**config.mk**
```make
export PLATFORM = sky130hd
export DESIGN_NAME = nco_core
export DESIGN_NICKNAME = d
export VERILOG_FILES = /design/src/rtl/nco_core.sv
export SDC_FILE = /design/constraint.sdc
export NUM_CORES = 1
export LEC_CHECK = 0
export CORE_ASPECT_RATIO = 1.75
export CORE_MARGIN = 10
export CORE_UTILIZATION = 25
export CTS_BUF_LIST = sky130_fd_sc_hd__clkbuf_4 sky130_fd_sc_hd__clkbuf_8 sky130_fd_sc_hd__clkbuf_16
export DETAILED_ROUTE_END_ITERATION = 10
export GPL_TIMING_DRIVEN = 0
export MAX_ROUTING_LAYER = met4
export PLACE_DENSITY = 0.41
export SYNTH_ARGS = -nofsm -noshare
export SYNTH_HDL_FRONTEND = slang
export SYNTH_SLANG_ARGS = --single-unit
```
**constraint.sdc**
```tcl
create_clock -name clk -period 2.6 [get_ports clk]
set_input_delay 0.52 -clock clk [delete_from_list [all_inputs] [get_ports clk]]
set_output_delay 0.52 -clock clk [all_outputs]
set_load 0.03 [all_outputs]
```
**src/rtl/nco_core.sv**
```systemverilog
`default_nettype none
// ============================================================================
// Module   : nco_core
// Purpose  : 32-bit phase-accumulator NCO with saw/triangle/square shaping
//            through a 3-stage pipeline. Optional LFSR phase dither is
//            enabled by defining NCO_DITHER_EN.
// Revision : 1.0  initial release
// ============================================================================
module nco_core #(
    parameter int OUT_W    = 16,
    parameter int DITHER_W = 12
) (
    input  logic              clk,
    input  logic              rst_n,
    input  logic              nco_reset,
    input  logic [31:0]       nco_ctrl,
    input  logic [15:0]       phase_offset,
    input  logic [1:0]        wave_sel,
    output logic [OUT_W-1:0]  sample,
    output logic              sample_valid,
    output logic              cycle_start
);

    // Stage 1: accumulator
    logic [31:0]      acc_q, acc_d;
    logic             carry_q, carry_d;
    logic             v1_q, v1_d;
    // Stage 2: phase
    logic [15:0]      ph_q, ph_d;
    logic [1:0]       wsel_q, wsel_d;
    logic             v2_q, v2_d;
    logic             c2_q, c2_d;
    // Stage 3: outputs
    logic [OUT_W-1:0] sample_q, sample_d;
    logic             valid_q, valid_d;
    logic             cs_q, cs_d;

    logic [31:0]      dith;
    logic [14:0]      tri_t;
    logic [15:0]      r;

`ifdef NCO_DITHER_EN
    logic [15:0]      lfsr_q, lfsr_d;

    always_comb begin
        lfsr_d = {1'b0, lfsr_q[15:1]} ^ (lfsr_q[0] ? 16'hB400 : 16'h0000);
        dith   = 32'(lfsr_q[DITHER_W-1:0]);
    end

    // The LFSR free-runs; nco_reset does not restart the dither sequence.
    always_ff @(posedge clk or negedge rst_n) begin
        if (!rst_n) lfsr_q <= 16'hACE1;
        else        lfsr_q <= lfsr_d;
    end
`else
    assign dith = 32'd0;
`endif

    always_comb begin
        if (nco_reset) begin
            {carry_d, acc_d} = 33'd0;
            v1_d             = 1'b0;
        end else begin
            {carry_d, acc_d} = {1'b0, acc_q} + {1'b0, nco_ctrl};
            v1_d             = 1'b1;
        end

        ph_d   = 16'((acc_q + dith) >> 16) + phase_offset;
        wsel_d = wave_sel;
        v2_d   = v1_q;
        c2_d   = carry_q;

        tri_t = ph_q[15] ? ~ph_q[14:0] : ph_q[14:0];
        case (wsel_q)
            2'b00:   r = ph_q ^ 16'h8000;
            2'b01:   r = {tri_t, 1'b0} ^ 16'h8000;
            2'b10:   r = ph_q[15] ? 16'h7FFF : 16'h8000;
            default: r = 16'h0000;
        endcase

        sample_d = v2_q ? OUT_W'(r >> (16 - OUT_W)) : '0;
        valid_d  = v2_q;
        cs_d     = v2_q & c2_q;
    end

    always_ff @(posedge clk or negedge rst_n) begin
        if (!rst_n) begin
            acc_q    <= 32'd0;
            carry_q  <= 1'b0;
            v1_q     <= 1'b0;
            ph_q     <= 16'd0;
            wsel_q   <= 2'd0;
            v2_q     <= 1'b0;
            c2_q     <= 1'b0;
            sample_q <= '0;
            valid_q  <= 1'b0;
            cs_q     <= 1'b0;
        end else begin
            acc_q    <= acc_d;
            carry_q  <= carry_d;
            v1_q     <= v1_d;
            ph_q     <= ph_d;
            wsel_q   <= wsel_d;
            v2_q     <= v2_d;
            c2_q     <= c2_d;
            sample_q <= sample_d;
            valid_q  <= valid_d;
            cs_q     <= cs_d;
        end
    end

    assign sample       = sample_q;
    assign sample_valid = valid_q;
    assign cycle_start  = cs_q;

endmodule
`default_nettype wire

```
# Word-level counts from Yosys, hierarchy flattened
# Cells that the tools add are included.
# Widths: inputs -> output; s select.
[totals]
register_bits = 72
inputBits = 53
[classes]
addsub = 2
n_eq_ne = 2
n_mux = 7
bitwise = 4
reduce_logical = 1
[op_table]
columns = ["op", "count"]
rows = [
  ["$pmux 16 s3", 1],
  ["$add 32x32->33", 1],
  ["$mux 16", 2],
  ["$mux 32", 1],
  ["$add 16x16->16", 1],
  ["$mux 15", 1],
  ["$not 15->15", 1],
  ["$eq 2x1->1 const B", 1],
  ["$eq 2x2->1 const B", 1],
  ["$logic_not 2->1", 1],
  ["$mux 1", 2],
  ["$not 1->1", 2],
  ["$and 1x1->1", 1],
]

# Logic depth before layout (Yosys ltp)
# Gate-level depths: netlist of the first run.
[depth]
ltp_word = 5
ltp_mapped = 10
mapped_depth_nobuf = 10

# Worst setup path after synthesis of the first run
# OpenSTA, ideal clock, no wires.
[synth_path]
path_type = "input -> register"
from = "input port nco_ctrl[17]"
to = "register acc_q[26]"
setup_ps = 128
t_arrival_ps = 2519
required_ps = 2472
setup_slack_ps = -46
stages = 8
path_cell_list = "ha_1 buf_6 a21o_1 a211o_1 a221o_1 a31o_1 a221oi_2 mux2_1"
[synth_between]
elab_chain_len = 2
[synth_lines]
columns = ["item", "line_no", "rtl"]
rows = [
  ["start, declared", "16", "input logic [31:0] nco_ctrl,"],
  ["$add 32x32->33", "64", "{carry_d, acc_d} = {1'b0, acc_q} + {1'b0, nco_ctrl};"],
  ["$mux 32", "60", "if (nco_reset) begin"],
  ["net acc_d[26]", "25", "logic [31:0] acc_q, acc_d;"],
  ["end signal, assigned", "88", "acc_q <= 32'd0;"],
  ["end signal, assigned", "99", "acc_q <= acc_d;"],
  ["end, declared", "25", ""],
]
# The timed path passes the listed nets, and every way through them passes these cells.

# Final worst setup path of the first run
[layout_path]
from = "input port nco_ctrl[4]"
to = "register acc_q[31]"
# Same word-level chain as after synthesis.

==> results.sh, run 1 <==
export IMPL_nets_in_the_synthesized_netlist=654
export IMPL_ant_nets=0
export IMPL_sequential_cell_area_um2=1800
export IMPL_crit_slowest_cell="sky130_fd_sc_hd__clkdlybuf4s50_1"
export IMPL_port_buffers=70
export IMPL_finalCriticalPeriod_ps=2550
export IMPL_synthCells=552
export IMPL_netSwitchingPower_uw=3000
export IMPL_netSwitchingFraction=0.401
export IMPL_cts_buffers_inserted=9
export IMPL_power_share_combinational=0.563
export IMPL_worst_slew_pin_transition_ps=592
export IMPL_grt_usage=0.121
export IMPL_path_class="in2reg"
export IMPL_netlist_cell_type_count=56
export IMPL_overall_routed_net_length_um=15600
export IMPL_drcViolationCount=0
export IMPL_initial_core_util=0.253
export IMPL_run_status="finished, final reports clean"
export IMPL_cts_max_path_buffers=2
export IMPL_worst_clock_skew_ps=7.29
export IMPL_postSynth_asyncResetShare=1.00
export IMPL_vias_per_cell=4.92
export IMPL_std_cell_rows=68
export IMPL_worst_hold_path_type="in2async"
export IMPL_timing_final_setup_violations=0
export IMPL_power_clock_fraction=0.196
export IMPL_coreArea_um2=19700
export IMPL_critical_path_top_delay_family="compound AO/OA/AOI/OAI gates"
export IMPL_worst_slew_margin_rel=0.602
export IMPL_post_layout_total_power_uw=7470
export IMPL_post_drt_wl_per_cell_um=17.3
export IMPL_post_synth_cell_area_avg_um2=9.00
export IMPL_power_static_leakage_uw=0.00302
export IMPL_grt_setup_unrepaired="true"
export IMPL_post_synth_top_area_fraction=0.363
export IMPL_clock_sinks=72
export IMPL_cts_max_level=3
export IMPL_antennaDiodeCount=0
export IMPL_fillers=2010
export IMPL_clkSlewWorstSetupHoldPaths_ps=60
export IMPL_final_layout_size_suffix_gt1_frac=0.170
export IMPL_postCtsHoldBufs=0
export IMPL_powerDensity_nw_per_um2=1070
export IMPL_critical_path_max_fanout=4
export IMPL_cts_root_buffer="sky130_fd_sc_hd__clkbuf_16"
export IMPL_die_height_um=207
export IMPL_synth_edf_count=0
export IMPL_number_of_antenna_violations_at_the_first_check_in_global_routing=0
export IMPL_timing_critical_path_required_ps=2830
export IMPL_multi_input_logic_area_um2=3500
export IMPL_final_hold_violation_count=0
export IMPL_final_max_slew_violation_count=0
export IMPL_vias_in_the_first_global_route=4802
export IMPL_fin_nets=750
export IMPL_cts_tree="yes"
export IMPL_routability_congestion=0.850
export IMPL_postSynth_topFlopCell="sky130_fd_sc_hd__dfrtp_1"
export IMPL_max_vdd_ir_drop_uv=334
export IMPL_globalRoute_totalOverflow=0
export IMPL_clock_latency_ps=350
export IMPL_boundaryPins=71
export IMPL_placed_cells=868
export IMPL_timing_fmax_mhz=393
export IMPL_fin_util=0.354
export IMPL_sequentialPowerShare=0.241
export IMPL_die_width_um=127
export IMPL_largest_cells_by_area_after_synthesis="sky130_fd_sc_hd__dfrtp_1 36%, sky130_fd_sc_hd__ha_1 12%, sky130_fd_sc_hd__a21oi_1 5.4%, sky130_fd_sc_hd__nor2_1 5.1%, sky130_fd_sc_hd__o21ai_0 4.6%"
export IMPL_start_kind="input pin"
export IMPL_critical_path_max_stage_delay_ps=450
export IMPL_initialDrtViolationCount=278
export IMPL_ys_seq_area_frac=0.363
export IMPL_cellInternalPower_uw=4480
export IMPL_maxCapViolCount=0
export IMPL_synth_top_area_cell="sky130_fd_sc_hd__dfrtp_1"
export IMPL_post_route_period_util=0.979
export IMPL_timing_critical_path_arrival_ps=2780
export IMPL_global_route_wire_length_before_repair_um=24500
export IMPL_area_growth_syn_to_layout_pct=40.0
export IMPL_crit_buf_inv=1
export IMPL_syn_cell_area_um2=4970
export IMPL_die_outline_area_um2=26100
export IMPL_grt_max_degree=56
export IMPL_cp_cell_sequence="clkdlybuf4s50_1 > ha_4 > and2_4 > nand3b_1 > a211oi_4 > o21ai_2 > and2_4 > o21ai_2 > mux2_2"
export IMPL_place_detailed_hpwl_um=12200
export IMPL_setup_worst_path_end_class="flop"
export IMPL_drt_pass1_iterations=4
export IMPL_ys_seq_elements=72
export IMPL_synth_warnings=0
export IMPL_final_std_cells_w_o_fill=898
export IMPL_route_vias_total=4416
## metrics by stage
step	setup TNS [ps]	worst slack [ps]	hold WS [ps]	instance area, µm²
final	0	54.6	53.1	6960
after CTS	-196	-88.1	61.5	6720
after global routing	-53.8	-28.3	66.0	6960
after detailed placement	-14510	-787	350	6020
after global placement	-150130	-1890	336	6000
after floorplan	0	10.7	224	4990
## cell usage after synthesis, types with 3 or more instances
| cell type | instances |
|---|---|
| sky130_fd_sc_hd__inv_1 | 9 |
| sky130_fd_sc_hd__o211ai_1 | 5 |
| sky130_fd_sc_hd__and2_1 | 23 |
| sky130_fd_sc_hd__nor2b_1 | 28 |
| sky130_fd_sc_hd__nand4_1 | 7 |
| sky130_fd_sc_hd__clkbuf_1 | 21 |
| sky130_fd_sc_hd__nor2_1 | 67 |
| sky130_fd_sc_hd__a21o_1 | 18 |
| sky130_fd_sc_hd__mux2_2 | 5 |
| sky130_fd_sc_hd__o21a_1 | 8 |
| sky130_fd_sc_hd__xor2_1 | 13 |
| sky130_fd_sc_hd__nand2_1 | 19 |
| sky130_fd_sc_hd__o22ai_1 | 3 |
| sky130_fd_sc_hd__ha_1 | 47 |
| sky130_fd_sc_hd__a211o_1 | 4 |
| sky130_fd_sc_hd__or3_1 | 3 |
| sky130_fd_sc_hd__a21oi_1 | 54 |
| sky130_fd_sc_hd__o21ai_0 | 46 |
| sky130_fd_sc_hd__and4_1 | 4 |
| sky130_fd_sc_hd__a221o_1 | 3 |
| sky130_fd_sc_hd__nand3_1 | 9 |
| sky130_fd_sc_hd__a211oi_1 | 3 |
| sky130_fd_sc_hd__a31oi_1 | 6 |
| sky130_fd_sc_hd__dfrtp_1 | 72 |
| sky130_fd_sc_hd__xnor2_1 | 21 |
| sky130_fd_sc_hd__nand2b_1 | 3 |
| sky130_fd_sc_hd__and3_1 | 6 |
| sky130_fd_sc_hd__o31a_1 | 3 |
| sky130_fd_sc_hd__nor3_1 | 8 |
## power groups by stage
stage	logic (µW)	registers [µW]	clock network [µW]
after detailed placement	3510	1790	0
after global routing	4640	1850	1550
after CTS	3960	1790	1500
after global placement	3470	1780	0
after floorplan	2500	1830	0
final	4210	1800	1460
## path summary, 6_finish.rpt
kind,start,endpoint,slack [ps],cells past startpoint
setup / recovery,nco_ctrl[4],acc_q[31]$_DFF_PN0_,50,9
hold / removal,rst_n,acc_q[16]$_DFF_PN0_,50,1
setup reg to reg,acc_q[17]$_DFF_PN0_,acc_q[30]$_DFF_PN0_,70,8
hold reg to reg,c2_d$_DFF_PN0_,c2_q$_DFF_PN0_,360,0
max in group asynchronous,rst_n,cycle_start$_DFF_PN0_,1960,2
min in group clk,c2_d$_DFF_PN0_,c2_q$_DFF_PN0_,360,0
## metal layers
metal / global-route usage / wire (µm) / up-vias
met4: 0.0522 / 476 / 0
met1: 0.107 / 5480 / 2127
met3: 0.0205 / 435 / 28
met2: 0.243 / 9170 / 86
li1: - / - / 2175
met5: - / 0 / -
## kinds of logic (layout without fill, tap and decap cells)
| family | count (synthesis) | after routing | share of synthesized area |
|---|---|---|---|
| and+or+nand+nor | 185 | 185 | 0.190 |
| AOI/OAI and AO/OA | 172 | 172 | 0.219 |
| DFF | 72 | 72 | 0.363 |
| adders and majority gates | 49 | 49 | 0.126 |
| xor gates and xnor gates | 34 | 34 | 0.0599 |
| buffers and inverters | 33 | 134 | 0.0267 |
| muxes | 7 | 7 | 0.0156 |
## placed cells by master (no fill, tap or decap), types with 6 or more instances in the layout
cell and instances:
sky130_fd_sc_hd__a21o_1 18, sky130_fd_sc_hd__a21oi_1 44, sky130_fd_sc_hd__a21oi_2 9, sky130_fd_sc_hd__a31oi_1 6, sky130_fd_sc_hd__and2_1 20, sky130_fd_sc_hd__and3_1 6
sky130_fd_sc_hd__buf_4 20, sky130_fd_sc_hd__clkbuf_1 15, sky130_fd_sc_hd__clkbuf_16 9, sky130_fd_sc_hd__clkdlybuf4s50_1 53, sky130_fd_sc_hd__dfrtp_1 72, sky130_fd_sc_hd__dlygate4sd2_1 7
sky130_fd_sc_hd__dlymetal6s2s_1 7, sky130_fd_sc_hd__ha_1 25, sky130_fd_sc_hd__ha_4 17, sky130_fd_sc_hd__inv_1 7, sky130_fd_sc_hd__nand2_1 18, sky130_fd_sc_hd__nand3_1 9
sky130_fd_sc_hd__nand4_1 7, sky130_fd_sc_hd__nor2_1 65, sky130_fd_sc_hd__nor2b_1 26, sky130_fd_sc_hd__nor3_1 8, sky130_fd_sc_hd__o21a_1 7, sky130_fd_sc_hd__o21ai_0 38
sky130_fd_sc_hd__xnor2_1 21, sky130_fd_sc_hd__xor2_1 13
## flip-flops by register name, indices dropped and copies added (netlist names)
name / flops
acc_q: 32
c2_d: 1
c2_q: 1
cycle_start: 1
ph_q: 16
sample: 16
sample_valid: 1
v1_q: 1
v2_q: 1
wsel_q: 2
## timing repair
| item | in CTS | in global routing |
|---|---|---|
| endpoints found under the setup margin | 21 | 14 |
| resized for setup | 68 | 39 |
| setup buffers | 12 | 8 |
| pin swaps | 20 | 27 |
## area by class of cell
| class | count | share of cell area |
|---|---|---|
| Clock buffer | 10 | 0.0335 |
| Sequential cell | 72 | 0.259 |
| Multi-Input combinational cell | 447 | 0.504 |
| Tap cell | 245 | 0.0441 |
| Timing Repair Buffer | 91 | 0.128 |
| Clock inverter | 6 | 0.0155 |
| Inverter | 9 | 0.00486 |
| Buffer | 18 | 0.0119 |
(Power assumes the default switching activity.)
==> run 2: changes to the inputs <==
Settings changed: PLACE_DENSITY 0.41 to not set.
==> results.sh, run 2 (same netlist as run 1, synthesis figures left out) <==
export IMPL_timing_critical_path_required_ps=2820
export IMPL_final_max_slew_violation_count=0
export IMPL_route_vias_total=4373
export IMPL_finalWorstSetupSlack_ps=-12.2
export IMPL_die_width_um=127
export IMPL_critical_path_max_fanout=8
export IMPL_timing_fmax_mhz=383
export IMPL_powerDensity_nw_per_um2=1070
export IMPL_fin_util=0.354
export IMPL_std_cell_rows=68
export IMPL_post_drt_wl_per_cell_um=16.4
export IMPL_initialDrtViolationCount=176
export IMPL_coreArea_um2=19700
export IMPL_start_kind="input pin"
export IMPL_vias_in_the_first_global_route=4618
export IMPL_grt_max_degree=54
export IMPL_drcViolationCount=0
export IMPL_finalCriticalPeriod_ps=2610
export IMPL_cts_root_buffer="sky130_fd_sc_hd__clkbuf_16"
export IMPL_fin_nets=747
export IMPL_setup_tns_ps=-12.2
export IMPL_final_layout_size_suffix_gt1_frac=0.157
export IMPL_multi_input_logic_area_um2=3490
export IMPL_clock_latency_ps=340
export IMPL_final_hold_violation_count=0
export IMPL_antennaDiodeCount=0
export IMPL_clkSlewWorstSetupHoldPaths_ps=60
export IMPL_final_common_cell="sky130_fd_sc_hd__dfrtp_1"
export IMPL_globalRoute_totalOverflow=0
export IMPL_maxCapViolCount=0
export IMPL_path_class="in2reg"
export IMPL_die_outline_area_um2=26100
export IMPL_final_std_cells_w_o_fill=894
export IMPL_setup_worst_path_end_class="flop"
export IMPL_fillers=1982
export IMPL_drt_pass1_iterations=4
export IMPL_register_containing_the_most_flip_flops_in_the_final_layout="acc_q"
export IMPL_global_route_wire_length_before_repair_um=23000
export IMPL_clock_sinks=72
export IMPL_ant_nets=0
export IMPL_post_layout_total_power_uw=7440
export IMPL_grt_setup_unrepaired="true"
export IMPL_routability_congestion=0.865
export IMPL_max_vdd_ir_drop_uv=328
export IMPL_vias_per_cell=4.89
export IMPL_port_buffers=70
export IMPL_boundaryPins=71
export IMPL_number_of_antenna_violations_at_the_first_check_in_global_routing=0
export IMPL_worst_slew_margin_rel=0.658
export IMPL_worst_hold_path_type="in2async"
export IMPL_most_common_layout_cells="72 x sky130_fd_sc_hd__dfrtp_1, 66 x sky130_fd_sc_hd__nor2_1, 50 x sky130_fd_sc_hd__clkdlybuf4s50_1"
export IMPL_cts_buffers_inserted=9
export IMPL_timing_final_setup_violations=1
export IMPL_overall_routed_net_length_um=14600
export IMPL_cts_max_level=3
export IMPL_die_height_um=207
export IMPL_power_static_leakage_uw=0.00304
export IMPL_worst_slew_pin_transition_ps=514
export IMPL_area_growth_syn_to_layout_pct=39.9
export IMPL_run_status="finished with violations"
export IMPL_post_route_period_util=1.00
export IMPL_cts_tree="yes"
export IMPL_timing_critical_path_arrival_ps=2830
export IMPL_worst_clock_skew_ps=6.40
export IMPL_grt_usage=0.114
export IMPL_place_detailed_hpwl_um=11400
export IMPL_cts_max_path_buffers=2
export IMPL_sequential_cell_area_um2=1800
export IMPL_violations="setup timing"
export IMPL_placed_cells=868
export IMPL_final_hold_worst_slack_ps=68.2
export IMPL_initial_core_util=0.253
export IMPL_largest_register_ff_count=32
[run 2: per-layer routing]
layer	GRT usage	wire, µm	up-vias
met5	-	0	-
li1	-	-	2174
met2	0.227	8640	93
met1	0.0965	5000	2076
met4	0.0478	476	0
met3	0.0259	503	30
[run 2: area by class of cell]
cell class,count,share of cell area
Tap cell,245,0.0441
Multi-Input combinational cell,447,0.502
Buffer,17,0.0113
Sequential cell,72,0.259
Clock buffer,10,0.0344
Clock inverter,5,0.0185
Inverter,9,0.00486
Timing Repair Buffer,89,0.126
[run 2: worst paths after layout]
kind	from	end	slack, ps	cells past startpoint
min in group clk	c2_d$_DFF_PN0_	c2_q$_DFF_PN0_	350	0
hold / removal	rst_n	acc_q[13]$_DFF_PN0_	70	1
setup / recovery	nco_ctrl[15]	acc_q[26]$_DFF_PN0_	-10	10
hold reg to reg	c2_d$_DFF_PN0_	c2_q$_DFF_PN0_	350	0
max in group asynchronous	rst_n	cycle_start$_DFF_PN0_	1970	2
setup reg to reg	acc_q[17]$_DFF_PN0_	acc_q[26]$_DFF_PN0_	10	8
[run 2: per-stage QoR]
stage	area (µm²)	setup slack (ps)
2_1_floorplan	4990	10.7
3_5_place_dp	6020	-838
5_1_grt	6950	-40.5
4_1_cts	6720	-75.7
3_3_place_gp	6000	-1730
6_report	6950	-12.2
[run 2: where the power goes]
group	switching (µW)	internal (µW)	total [µW]
Combinational	2120	1980	4100
Sequential	274	1520	1800
Clock	487	1060	1540
Total	2880	4560	7440
[run 2: worst max-delay path: stages]
cell	delay [ps]
sky130_fd_sc_hd__clkdlybuf4s15_1	210
sky130_fd_sc_hd__ha_4	250
sky130_fd_sc_hd__buf_6	130
sky130_fd_sc_hd__a21oi_4	150
sky130_fd_sc_hd__nor2_1	50
sky130_fd_sc_hd__a211o_1	290
sky130_fd_sc_hd__a221o_1	330
sky130_fd_sc_hd__a31o_4	240
sky130_fd_sc_hd__a221oi_2	280
sky130_fd_sc_hd__mux2_1	360
[run 2: repair_timing]
action / 4_1_cts / 5_1_grt
resized for setup: 68 / 35
hold buffers: 0 / 0
setup buffers: 9 / 9
setup endpoints to repair: 24 / 13
pin swaps: 22 / 22
hold endpoints to repair: 0 / 0
==> run 3: changes to the inputs <==
Settings changed: DONT_BUFFER_PORTS set to 1.
==> results.sh, run 3 (same netlist as run 1, synthesis figures left out) <==
export IMPL_run_status="finished, final reports clean"
export IMPL_initialDrtViolationCount=180
export IMPL_placed_cells=797
export IMPL_post_route_period_util=0.971
export IMPL_worst_hold_path_type="in2async"
export IMPL_coreArea_um2=19700
export IMPL_worst_slew_margin_rel=0.632
export IMPL_std_cell_rows=68
export IMPL_largest_register_ff_count=32
export IMPL_fin_nets=667
export IMPL_drcViolationCount=0
export IMPL_final_layout_size_suffix_gt1_frac=0.0949
export IMPL_cts_buffers_inserted=9
export IMPL_cts_max_path_buffers=2
export IMPL_post_drt_wl_per_cell_um=17.3
export IMPL_timing_critical_path_required_ps=2830
export IMPL_cts_tree="yes"
export IMPL_final_std_cells_w_o_fill=814
export IMPL_routability_congestion=0.892
export IMPL_drt_pass1_iterations=4
export IMPL_timing_fmax_mhz=396
export IMPL_route_vias_total=4052
export IMPL_path_class="reg2reg"
export IMPL_place_area_um2=5300
export IMPL_worst_slew_pin_transition_ps=552
export IMPL_number_of_antenna_violations_at_the_first_check_in_global_routing=0
export IMPL_maxCapViolCount=0
export IMPL_max_vdd_ir_drop_uv=309
export IMPL_timing_final_setup_violations=0
export IMPL_vias_per_cell=4.98
export IMPL_cts_max_level=3
export IMPL_die_height_um=207
export IMPL_fin_util=0.294
export IMPL_global_route_wire_length_before_repair_um=21800
export IMPL_final_max_slew_violation_count=0
export IMPL_ant_nets=0
export IMPL_clkSlewWorstSetupHoldPaths_ps=60
export IMPL_final_hold_violation_count=0
export IMPL_setup_tns_ps=0
export IMPL_worst_clock_skew_ps=10.9
export IMPL_power_static_leakage_uw=0.00255
export IMPL_cts_root_buffer="sky130_fd_sc_hd__clkbuf_16"
export IMPL_final_hold_worst_slack_ps=65.2
export IMPL_clock_latency_ps=340
export IMPL_timing_critical_path_arrival_ps=2750
export IMPL_antennaDiodeCount=0
export IMPL_most_common_layout_cells="71 x sky130_fd_sc_hd__dfrtp_1, 65 x sky130_fd_sc_hd__nor2_1, 49 x sky130_fd_sc_hd__a21oi_1"
export IMPL_clock_sinks=72
export IMPL_initial_core_util=0.253
export IMPL_setup_worst_path_end_class="flop"
export IMPL_vias_in_the_first_global_route=4262
export IMPL_grt_usage=0.110
export IMPL_port_buffers=0
export IMPL_boundaryPins=71
export IMPL_overall_routed_net_length_um=14100
export IMPL_start_kind="flop"
export IMPL_globalRoute_totalOverflow=0
export IMPL_finalCriticalPeriod_ps=2520
export IMPL_register_containing_the_most_flip_flops_in_the_final_layout="acc_q"
export IMPL_die_outline_area_um2=26100
export IMPL_final_design_area_no_fill_um2=5790
export IMPL_final_common_cell="sky130_fd_sc_hd__dfrtp_1"
export IMPL_critical_path_max_fanout=7
export IMPL_grt_max_degree=73
export IMPL_powerDensity_nw_per_um2=1140
export IMPL_die_width_um=127
export IMPL_area_growth_syn_to_layout_pct=16.4
export IMPL_place_detailed_hpwl_um=11200
export IMPL_grt_setup_unrepaired="false"
==> run 3: final timing paths <==
| check | slack, ps | cells after the start | to | startpoint |
|---|---|---|---|---|
| min | 70 | 1 | acc_q[3]$_DFF_PN0_ | rst_n |
| max in group asynchronous | 2220 | 1 | sample[8]$_DFF_PN0_ | rst_n |
| min in group clk | 210 | 0 | wsel_q[1]$_DFF_PN0_ | wave_sel[1] |
| min reg2reg | 350 | 0 | c2_q$_DFF_PN0_ | c2_d$_DFF_PN0_ |
| max | 80 | 7 | acc_q[26]$_DFF_PN0_ | acc_q[13]$_DFF_PN0_ |
| max reg2reg | 80 | 7 | acc_q[26]$_DFF_PN0_ | acc_q[13]$_DFF_PN0_ |
==> run 3: metal layers <==
metal / wire length (µm) / vias up / track usage
li1: - / 2015 / -
met1: 5040 / 1944 / 0.0934
met2: 8310 / 77 / 0.220
met3: 466 / 16 / 0.0239
met4: 289 / 0 / 0.0461
met5: 0 / - / -
==> run 3: per-stage QoR <==
stage / total power [µW] / worst slack (ps)
CTS: 6450 / 0.164
finish: 6570 / 75.8
global placement: 4930 / -298
detailed placement: 4980 / -292
floorplan: 4330 / 10.7
global route: 7100 / 11.8
==> run 3: what timing repair did <==
item | CTS | global route
buffers inserted | 1 | 3
hold endpoints to repair | 72 | 0
setup endpoints to repair | 6 | 9
pin swaps | 2 | 2
hold buffers | 1 | 0
cloned | 0 | 0
resized for setup | 7 | 26
==> run 3: area by class of cell <==
type                    instances  area, µm²
plain buffers                  21       78.8
clock buffers                  10        239
clock inverters                 5       81.3
fillers                      2068      13900
inverters                       9       33.8
multi-input cells             447       3190
flip-flops and latches         72       1800
well taps                     245        307
repair buffers                  5       57.6
==> run 3: where the power goes <==
part           total, µW  leakage [µW]  switching, µW  internal [µW]
sequential          1900      0.000909            372           1520
combinational       3330       0.00149           1850           1490
clock               1340      0.000155            482            860
total               6570       0.00255           2700           3870
==> run 3: critical path: stages, from the launching register on <==
cell and delay (ps):
sky130_fd_sc_hd__dfrtp_1 360, sky130_fd_sc_hd__ha_2 310, sky130_fd_sc_hd__a21o_1 200, sky130_fd_sc_hd__a211o_1 340, sky130_fd_sc_hd__a221o_1 350, sky130_fd_sc_hd__a31o_4 250
sky130_fd_sc_hd__a221oi_2 270, sky130_fd_sc_hd__mux2_1 340
